==> config.mk <==
export PLATFORM = sky130hd
export DESIGN_NAME = serial_add_ctrl
export DESIGN_NICKNAME = d
export VERILOG_FILES = /design/src/rtl/serial_add_ctrl.sv
export SDC_FILE = /design/constraint.sdc
export NUM_CORES = 1
export LEC_CHECK = 0
export ABC_AREA = 1
export BUFFER_PORTS_ARGS = -buffer_cell sky130_fd_sc_hd__buf_2
export CORE_MARGIN = 3
export CORE_UTILIZATION = 45
export CTS_BUF_LIST = sky130_fd_sc_hd__clkbuf_4
export DETAILED_ROUTE_END_ITERATION = 6
export GPL_TIMING_DRIVEN = 1
export HOLD_SLACK_MARGIN = 0.08
export PLACE_DENSITY_LB_ADDON = 0.08
export SLEW_MARGIN = 20
export SYNTH_ARGS = -nofsm -noshare
export SYNTH_HDL_FRONTEND = slang
export SYNTH_SLANG_ARGS = --single-unit
==> constraint.sdc <==
create_clock -name clk -period 1.9 [get_ports clk]
set_input_delay 0.19 -clock clk [delete_from_list [all_inputs] [get_ports clk]]
set_output_delay 0.19 -clock clk [all_outputs]
set_load 0.05 [all_outputs]
==> src/rtl/serial_add_ctrl.sv <==
// Bit-serial adder controller: one FullAdder cell adds two WIDTH-bit operands LSB first, one bit per clock.
// Optional macro SERIAL_ADD_SUB_EN adds a 'sub' input that computes a - b on the same cell.

module FullAdder (
  input  logic a,
  input  logic b,
  input  logic cin,
  output logic sum,
  output logic cout
);
  assign sum  = a ^ b ^ cin;
  assign cout = (a & b) | (cin & (a ^ b));
endmodule

module serial_add_ctrl #(
  parameter int WIDTH = 8,
  parameter int CNT_W = $clog2(WIDTH+1)
) (
  input  logic             clk,
  input  logic             rst,
  input  logic             start,
  input  logic [WIDTH-1:0] a,
  input  logic [WIDTH-1:0] b,
  input  logic             cin,
`ifdef SERIAL_ADD_SUB_EN
  input  logic             sub,
`endif
  output logic             ready,
  output logic             busy,
  output logic             done,
  output logic [WIDTH-1:0] sum,
  output logic             cout,
  output logic             ovf
);

  typedef enum logic [1:0] {
    S_IDLE = 2'd0,
    S_RUN  = 2'd1,
    S_DONE = 2'd2
  } state_t;

  state_t           r_state;
  logic [WIDTH-1:0] r_a_sr;
  logic [WIDTH-1:0] r_b_sr;
  logic [WIDTH-1:0] r_sum;
  logic [CNT_W-1:0] r_cnt;
  logic             r_carry;
  logic             r_cout;
  logic             r_ovf;
  logic             r_ready;
  logic             r_busy;
  logic             r_done;

  logic             w_sub;
  logic [WIDTH-1:0] w_b_load;
  logic             w_c_load;
  logic             w_cell_s;
  logic             w_cell_c;
  logic             w_last;

`ifdef SERIAL_ADD_SUB_EN
  assign w_sub = sub;
`else
  assign w_sub = 1'b0;
`endif

  // Subtraction is a + ~b + 1, so the forced carry-in replaces cin.
  assign w_b_load = w_sub ? ~b : b;
  assign w_c_load = w_sub ? 1'b1 : cin;
  assign w_last   = (r_cnt == CNT_W'(WIDTH-1));

  FullAdder u_cell (
    .a    (r_a_sr[0]),
    .b    (r_b_sr[0]),
    .cin  (r_carry),
    .sum  (w_cell_s),
    .cout (w_cell_c)
  );

  always_ff @(posedge clk or posedge rst) begin
    if (rst) begin
      r_state <= S_IDLE;
      r_a_sr  <= '0;
      r_b_sr  <= '0;
      r_sum   <= '0;
      r_cnt   <= '0;
      r_carry <= 1'b0;
      r_cout  <= 1'b0;
      r_ovf   <= 1'b0;
      r_ready <= 1'b1;
      r_busy  <= 1'b0;
      r_done  <= 1'b0;
    end else begin
      case (r_state)
        S_IDLE, S_DONE: begin
          r_done <= 1'b0;
          if (start) begin
            r_a_sr  <= a;
            r_b_sr  <= w_b_load;
            r_carry <= w_c_load;
            r_cnt   <= '0;
            r_ready <= 1'b0;
            r_busy  <= 1'b1;
            r_state <= S_RUN;
          end else begin
            r_state <= S_IDLE;
          end
        end
        S_RUN: begin
          r_a_sr  <= r_a_sr >> 1;
          r_b_sr  <= r_b_sr >> 1;
          r_carry <= w_cell_c;
          r_cnt   <= r_cnt + CNT_W'(1);
          // The held result is discarded on the first RUN edge, not on accept.
          if (r_cnt == '0) begin
            r_sum  <= {w_cell_s, {(WIDTH-1){1'b0}}};
            r_cout <= 1'b0;
            r_ovf  <= 1'b0;
          end else begin
            r_sum <= {w_cell_s, r_sum[WIDTH-1:1]};
          end
          if (w_last) begin
            r_cout  <= w_cell_c;
            r_ovf   <= r_carry ^ w_cell_c;
            r_done  <= 1'b1;
            r_ready <= 1'b1;
            r_busy  <= 1'b0;
            r_state <= S_DONE;
          end
        end
        default: begin
          r_state <= S_IDLE;
          r_ready <= 1'b1;
          r_busy  <= 1'b0;
          r_done  <= 1'b0;
        end
      endcase
    end
  end

  assign ready = r_ready;
  assign busy  = r_busy;
  assign done  = r_done;
  assign sum   = r_sum;
  assign cout  = r_cout;
  assign ovf   = r_ovf;

endmodule

## Word level (Yosys, flattened, before mapping)

Cells that the tools add are included.

- RAM bits: 0
- Input port bits: 20
- Bits in latches: 0
- Register bits: 36
- Memories: 0
- Logic and storage cells: 53
- ROM bits: 0
- Output and inout bits: 13

- $lt $le $gt $ge: 0
- Multiplexer cells: 22
- Div/mod/pow operators: 0
- Shift operators: 0
- Reductions and logical operators: 8
- Add/sub/neg operators: 1
- Equality and inequality tests: 5
- Multiply operators: 0
- Bitwise logic cells: 6

Operators by type and width:

| operator | count |
|---|---|
| one-hot mux 8 bit (2 select lines) | 2 |
| two-way mux 8 bit | 2 |
| two-way mux 1 bit | 10 |
| one-hot mux 4 bit (2 select lines) | 1 |
| two-way mux 7 bit | 1 |
| one-hot mux 1 bit (2 select lines) | 3 |
| AND reduction 2 bit | 3 |
| adder 4 x 1 -> 4 bit, second input constant | 1 |
| equality test 4 x 3 -> 1 bit, second input constant | 1 |
| logical NOT 4 bit | 1 |
| two-way mux 4 bit | 1 |
| != test 2 bit, second input constant | 2 |
| one-hot mux 2 bit (2 select lines) | 1 |
| nonzero test 2 bit | 2 |
| XOR 1 bit | 3 |
| bitwise AND 1 bit | 2 |
| equality test 2 x 1 -> 1 bit, second input constant | 1 |
| equality test 2 bit, second input constant | 1 |
| logical NOT 2 bit | 1 |
| two-way mux 2 bit | 1 |
| OR reduction 2 bit | 1 |
| OR 1 bit | 1 |

## Depth between registers and ports, before layout

- Word-level depth: 5
- Gate-level depth with buffers: 7
- Depth with buffers taken out: 7

## Hierarchy

From an unflattened synthesis, not the netlist that was laid out.

- Cell total of the unflattened synthesis: 181
- Area, all modules: 1551.5 um^2

Modules (own cells, without submodules):

| module | instances | seq. area each (um^2) | area an instance (um^2) | cells each |
|---|---|---|---|---|
| serial_add_ctrl | 1 | 877.1 | 1531.5 | 180 |
| FullAdder | 1 | 0.0 | 20.0 | 1 |

## Worst setup path after synthesis

Ideal clock, no wire load.

- Path kind: register to register
- Start: reg r_state[1]
- End: reg r_b_sr[3]
- Setup time: 68 ps
- Period minus slack after synthesis: 1298 ps
- Path slack: 602 ps
- Required time: 1832 ps
- Stages on the path, launching flop included: 8
- Arrival: 1230 ps
- Buffers on the path: 1
- Cells stage by stage: dfrtp_1 > inv_1 > nand2_1 > nand2_2 > inv_4 > buf_6 > nand2_1 > nand3_1

- Cells in the longest elaborated chain, start to end: 4
- Elaborated cells on any way between the ends: 8
- Those cells by class: eq/ne: 3; mux: 1; reduce/logical: 4

Ends and longest elaborated chain:

| element | line | RTL |
|---|---|---|
| from (decl) | 42 | `state_t r_state;` |
| from (signal assigned) | 82 | `r_state <= S_IDLE;` |
| from (signal assigned) | 104 | `r_state <= S_RUN;` |
| from (signal assigned) | 106 | `r_state <= S_IDLE;` |
| equality test 2 bit / logical NOT 2 bit (equally long branches) | 94 | `case (r_state)` |
| OR reduction 2 bit | 94 |  |
| != test 2 bit (no source line) / nonzero test 2 bit (equally long branches) | n/a |  |
| AND reduction 2 bit (no source line) | n/a |  |
| to (signal assigned) | 99 | `r_b_sr <= w_b_load;` |
| to (signal assigned) | 111 | `r_b_sr <= r_b_sr >> 1;` |
| to (decl) | 44 | `logic [WIDTH-1:0] r_b_sr;` |

Parallel ways exist; a longest one is shown, timed or not.
A chain may end at the register's enable or synchronous reset.

## Worst setup path after layout

- Start: reg r_carry
- End: reg r_cout (netlist: cout)

- Cells in the longest elaborated chain, start to end: 3

Ends and longest elaborated chain:

| element | line | RTL |
|---|---|---|
| from (decl) | 47 | `logic r_carry;` |
| from (signal assigned) | 100 | `r_carry <= w_c_load;` |
| from (signal assigned) | 112 | `r_carry <= w_cell_c;` |
| bitwise AND 1 bit | 12 | `assign cout = (a & b) \| (cin & (a ^ b));` |
| OR 1 bit | 12 |  |
| two-way mux 1 bit | 122 | `if (w_last) begin` |
| to (signal assigned) | 123 | `r_cout <= w_cell_c;` |
| to (decl) | 48 | `logic r_cout;` |

No other way between the ends.

==> flow_summary.html <==
<table>
<tr><th>Metric</th><th>Value</th></tr>
<tr><th colspan="2">Synth</th></tr>
<tr><td>Mapped Nets</td><td>208</td></tr>
<tr><td>Synth Register Bits</td><td>35</td></tr>
<tr><td>Largest cells by area after synthesis</td><td>dfrtp_1, nand2_1, nand3_1, inv_1, dfstp_2</td></tr>
<tr><td>Cell taking the most area after synthesis</td><td>dfrtp_1</td></tr>
<tr><td>Gate Count Post-Synth</td><td>185</td></tr>
<tr><td>Synthesis warning total</td><td>0</td></tr>
<tr><td>Sequential-to-total area share from yosys stat</td><td>56.4%</td></tr>
<tr><td>Combined area of all synthesized cells</td><td>1550 sq um</td></tr>
<tr><td>Number of distinct library cells after synthesis</td><td>19</td></tr>
<tr><td>Share of the synthesized area in the top cell type</td><td>54.8%</td></tr>
<tr><td>Average instance area after synthesis</td><td>8.40 sq um</td></tr>
<tr><th colspan="2">Placed design</th></tr>
<tr><td>Total instance count after detailed placement</td><td>258</td></tr>
<tr><td>GPL Wtd Cong</td><td>0.767</td></tr>
<tr><td>Placed Area</td><td>1750 sq um</td></tr>
<tr><td>Setup WS pre-CTS</td><td>0.536 ns</td></tr>
<tr><td>Detailed Place HPWL</td><td>2090 microns</td></tr>
<tr><td>I/O Buffers</td><td>32</td></tr>
<tr><th colspan="2">Power and ir drop</th></tr>
<tr><td>Internal power of the cells</td><td>1.67 mW</td></tr>
<tr><td>Part of the power in combinational logic</td><td>48.0%</td></tr>
<tr><td>IR drop worst, VDD</td><td>0.000647 V</td></tr>
<tr><td>Lkg Pwr</td><td>1.06 nW</td></tr>
<tr><td>Power density over the cells</td><td>1650 nW/um^2</td></tr>
<tr><td>Power share of the sequential group</td><td>40.5%</td></tr>
<tr><td>Design Power</td><td>3.20 mW</td></tr>
<tr><td>Switching power total</td><td>1.52 mW</td></tr>
<tr><td>Net switching share of the total power</td><td>47.6%</td></tr>
<tr><td>Portion of total power attributed to the clock network</td><td>11.5%</td></tr>
<tr><th colspan="2">Setup path</th></tr>
<tr><td>Cells along the critical path</td><td>inv_1, fa_1, inv_1, nand2_1, or2_0, nand2_1</td></tr>
<tr><td>Required time of the worst setup path</td><td>2.18 ns</td></tr>
<tr><td>Worst path slowest cell</td><td>fa_1</td></tr>
<tr><td>CP Class</td><td>reg2reg</td></tr>
<tr><td>Data arrival time of the critical path</td><td>1.67 ns</td></tr>
<tr><td>CP max stage delay</td><td>0.44 ns</td></tr>
<tr><td>Endpoint type of the worst setup path</td><td>register</td></tr>
<tr><td>Bufs and invs on worst path</td><td>2</td></tr>
<tr><td>Kind of launch point of the worst setup path</td><td>register</td></tr>
<tr><td>Crit path max-delay family</td><td>adder cells</td></tr>
<tr><td>Largest fanout on the critical path</td><td>3</td></tr>
<tr><th colspan="2">CTS</th></tr>
<tr><td>Postcts setup bufs</td><td>0</td></tr>
<tr><td>CTS tree</td><td>built</td></tr>
<tr><td>CTS resizes</td><td>0</td></tr>
<tr><td>CTS Sinks</td><td>35</td></tr>
<tr><td>Clock root buffer</td><td>clkbuf_4</td></tr>
<tr><td>Hold-fix buffers, CTS</td><td>13</td></tr>
<tr><td>Number of buffers inserted during clock tree synthesis</td><td>5</td></tr>
<tr><td>Count of H-tree levels built during CTS</td><td>2</td></tr>
<tr><td>Max Buffers Root-to-Sink</td><td>2</td></tr>
<tr><td>Clock transition at the registers of the reported paths</td><td>0.10 ns</td></tr>
<tr><td>Clock insertion delay at the later pin of the skew report</td><td>0.33 ns</td></tr>
<tr><th colspan="2">Global route</th></tr>
<tr><td>GR Util All Layers</td><td>17.2%</td></tr>
<tr><td>Global-route wire length before repair</td><td>5580 microns</td></tr>
<tr><td>Antenna violations before repair</td><td>0</td></tr>
<tr><td>Total overflow reported by the global router</td><td>0</td></tr>
<tr><td>Maximum number of pins on one net before global-route repair</td><td>36</td></tr>
<tr><td>Number of global-route vias before repair</td><td>1374</td></tr>
<tr><th colspan="2">Timing</th></tr>
<tr><td>Sum of negative setup slack</td><td>0 ns</td></tr>
<tr><td>Slew @ Worst Pin</td><td>0.432 ns</td></tr>
<tr><td>Clock skew</td><td>0.0104 ns</td></tr>
<tr><td>Max frequency</td><td>722 MHz</td></tr>
<tr><td>Hold violation count in the final report</td><td>0</td></tr>
<tr><td>Period Utilization, post-route</td><td>72.9%</td></tr>
<tr><td>Max-slew violation total from the final report</td><td>0</td></tr>
<tr><td>Number of endpoints failing setup at the final stage</td><td>0</td></tr>
<tr><td>Hold slack final</td><td>0.0799 ns</td></tr>
<tr><td>Slew Limit Headroom</td><td>71.2%</td></tr>
<tr><td>Worst setup margin</td><td>0.515 ns</td></tr>
<tr><td>RSZ-0062 raised after global routing</td><td>no</td></tr>
<tr><td>Post-route minimum period</td><td>1.38 ns</td></tr>
<tr><th colspan="2">Floorplan</th></tr>
<tr><td>Core footprint</td><td>3180 sq um</td></tr>
<tr><td># IOs</td><td>33</td></tr>
<tr><td>Number of rows in the core area</td><td>20</td></tr>
<tr><td>Die Footprint</td><td>4190 sq um</td></tr>
<tr><td>Effective utilization at floorplan</td><td>48.9%</td></tr>
<tr><td>Width of the die</td><td>64.8 microns</td></tr>
<tr><td>Vertical die dimension</td><td>64.8 microns</td></tr>
<tr><th colspan="2">Drt</th></tr>
<tr><td>Post-DRT Antenna Nets</td><td>0</td></tr>
<tr><td>Routed via count divided by cell count</td><td>4.83</td></tr>
<tr><td>WL/cell</td><td>10.9 microns</td></tr>
<tr><td>DRC violation count after routing</td><td>0</td></tr>
<tr><td>Total number of vias</td><td>1343</td></tr>
<tr><td>Wire length reported by the detailed router</td><td>3040 microns</td></tr>
<tr><td>Total iterations of the first detailed-routing run</td><td>4</td></tr>
<tr><td>Number of DRC violations after detailed-routing iteration 0</td><td>68</td></tr>
<tr><th colspan="2">Job</th></tr>
<tr><td>Count of max-cap constraint violations</td><td>0</td></tr>
<tr><th colspan="2">Cells and area</th></tr>
<tr><td>Ratio of cells with drive above 1 in the final layout</td><td>20.1%</td></tr>
<tr><td>Area of all placed cells without fillers</td><td>1930 sq um</td></tr>
<tr><td>Number of cells in the finished layout apart from fillers</td><td>278</td></tr>
<tr><td>Final-stage net count</td><td>258</td></tr>
<tr><td>Final standard cell utilization of the core</td><td>60.8%</td></tr>
<tr><td>Area growth from synthesis to final layout</td><td>24.4%</td></tr>
<tr><td>Antenna diode count</td><td>0</td></tr>
<tr><th colspan="2">Status</th></tr>
<tr><td>Status</td><td>completed</td></tr>
<tr><th colspan="2">Hold path</th></tr>
<tr><td>Worst hold path type</td><td>in2reg</td></tr>
</table>
-- area by class of cell --
type / count / area [sq um]
multi-input combinational: 132 / 589
sequential: 35 / 877
tap: 44 / 55.1
fill: 305 / 1240
timing repair buffer: 48 / 315
inverter: 13 / 51.3
clock buffer: 6 / 45.0
-- synthesized netlist by cell type --
master / count
inv_1: 10
buf_4: 2
nand2_2: 2
o21ai_0: 4
nand2_1: 91
inv_4: 1
buf_2: 2
xnor2_1: 1
dfrtp_1: 34
ha_1: 2
inv_2: 2
nor2_4: 1
nor2_1: 2
fa_1: 1
dfstp_2: 1
buf_6: 1
nand4_1: 1
nand3_1: 26
or2_0: 1
-- state kept, by name, summed over array words and instances (netlist names) --
register / flops
r_state: 2
r_b_sr: 8
r_carry: 1
ovf: 1
ready: 1
r_cnt: 4
sum: 8
busy: 1
r_a_sr: 8
cout: 1
-- cells in the final DEF, fill, tap and decap left out --
master and instances:
ha_1 2, fa_1 1, nand4_1 1, inv_2 2, nand2_2 2, buf_4 2, dfrtp_1 34, buf_2 32
or2_0 1, dfstp_2 1, nor2_4 1, xnor2_1 1, inv_1 10, inv_4 1, nand3_1 26, nor2_1 2
dlygate4sd3_1 14, nand2_1 91, clkbuf_4 6, o21ai_0 4
-- worst register-to-register path: stages (launching register included) --
cell,delay (ns)
dfrtp_1,0.38
inv_1,0.08
fa_1,0.44
inv_1,0.09
nand2_1,0.07
or2_0,0.22
nand2_1,0.06
-- cell families after synthesis --
kind of cell	Yosys count	share of synthesized area, %
XOR/XNOR	1	0.564
buffers and inverters	18	5.64
AND/OR/NAND/NOR	124	33.2
AO/OA/AOI/OAI	4	1.29
adder cells (fa/ha/maj)	3	2.90
flip-flops	35	56.4
-- power by group through the flow --
stage                     sequential (mW)  clock (mW)  combinational (mW)
after CTS                            1.29       0.379                1.56
after detailed placement             1.31           0                1.54
after global routing                 1.34       0.419                1.73
final                                1.29       0.368                1.53
after global placement               1.29           0                1.49
after floorplan                      1.67           0               0.836
-- final timing paths --
path                       startpoint         to  slack, ns  cells past startpoint
hold reg to reg                 ready      ready       0.47                      2
min in group asynchronous         rst        ovf       0.49                      4
hold / removal                   a[6]  r_a_sr[6]       0.08                      3
max in group asynchronous         rst      ready       1.08                      4
setup / recovery              r_carry       cout       0.52                      6
setup reg to reg              r_carry       cout       0.52                      6
-- routing by layer --
metal,track usage [%],part of all wire [%],vias to the layer above
li1,-,-,674
met1,18.2,42,636
met2,31.3,52,29
met3,5.55,4.6,4
met4,6.60,1.0,0
met5,0,0,-
No activity file was read; power rests on OpenSTA's default activity.
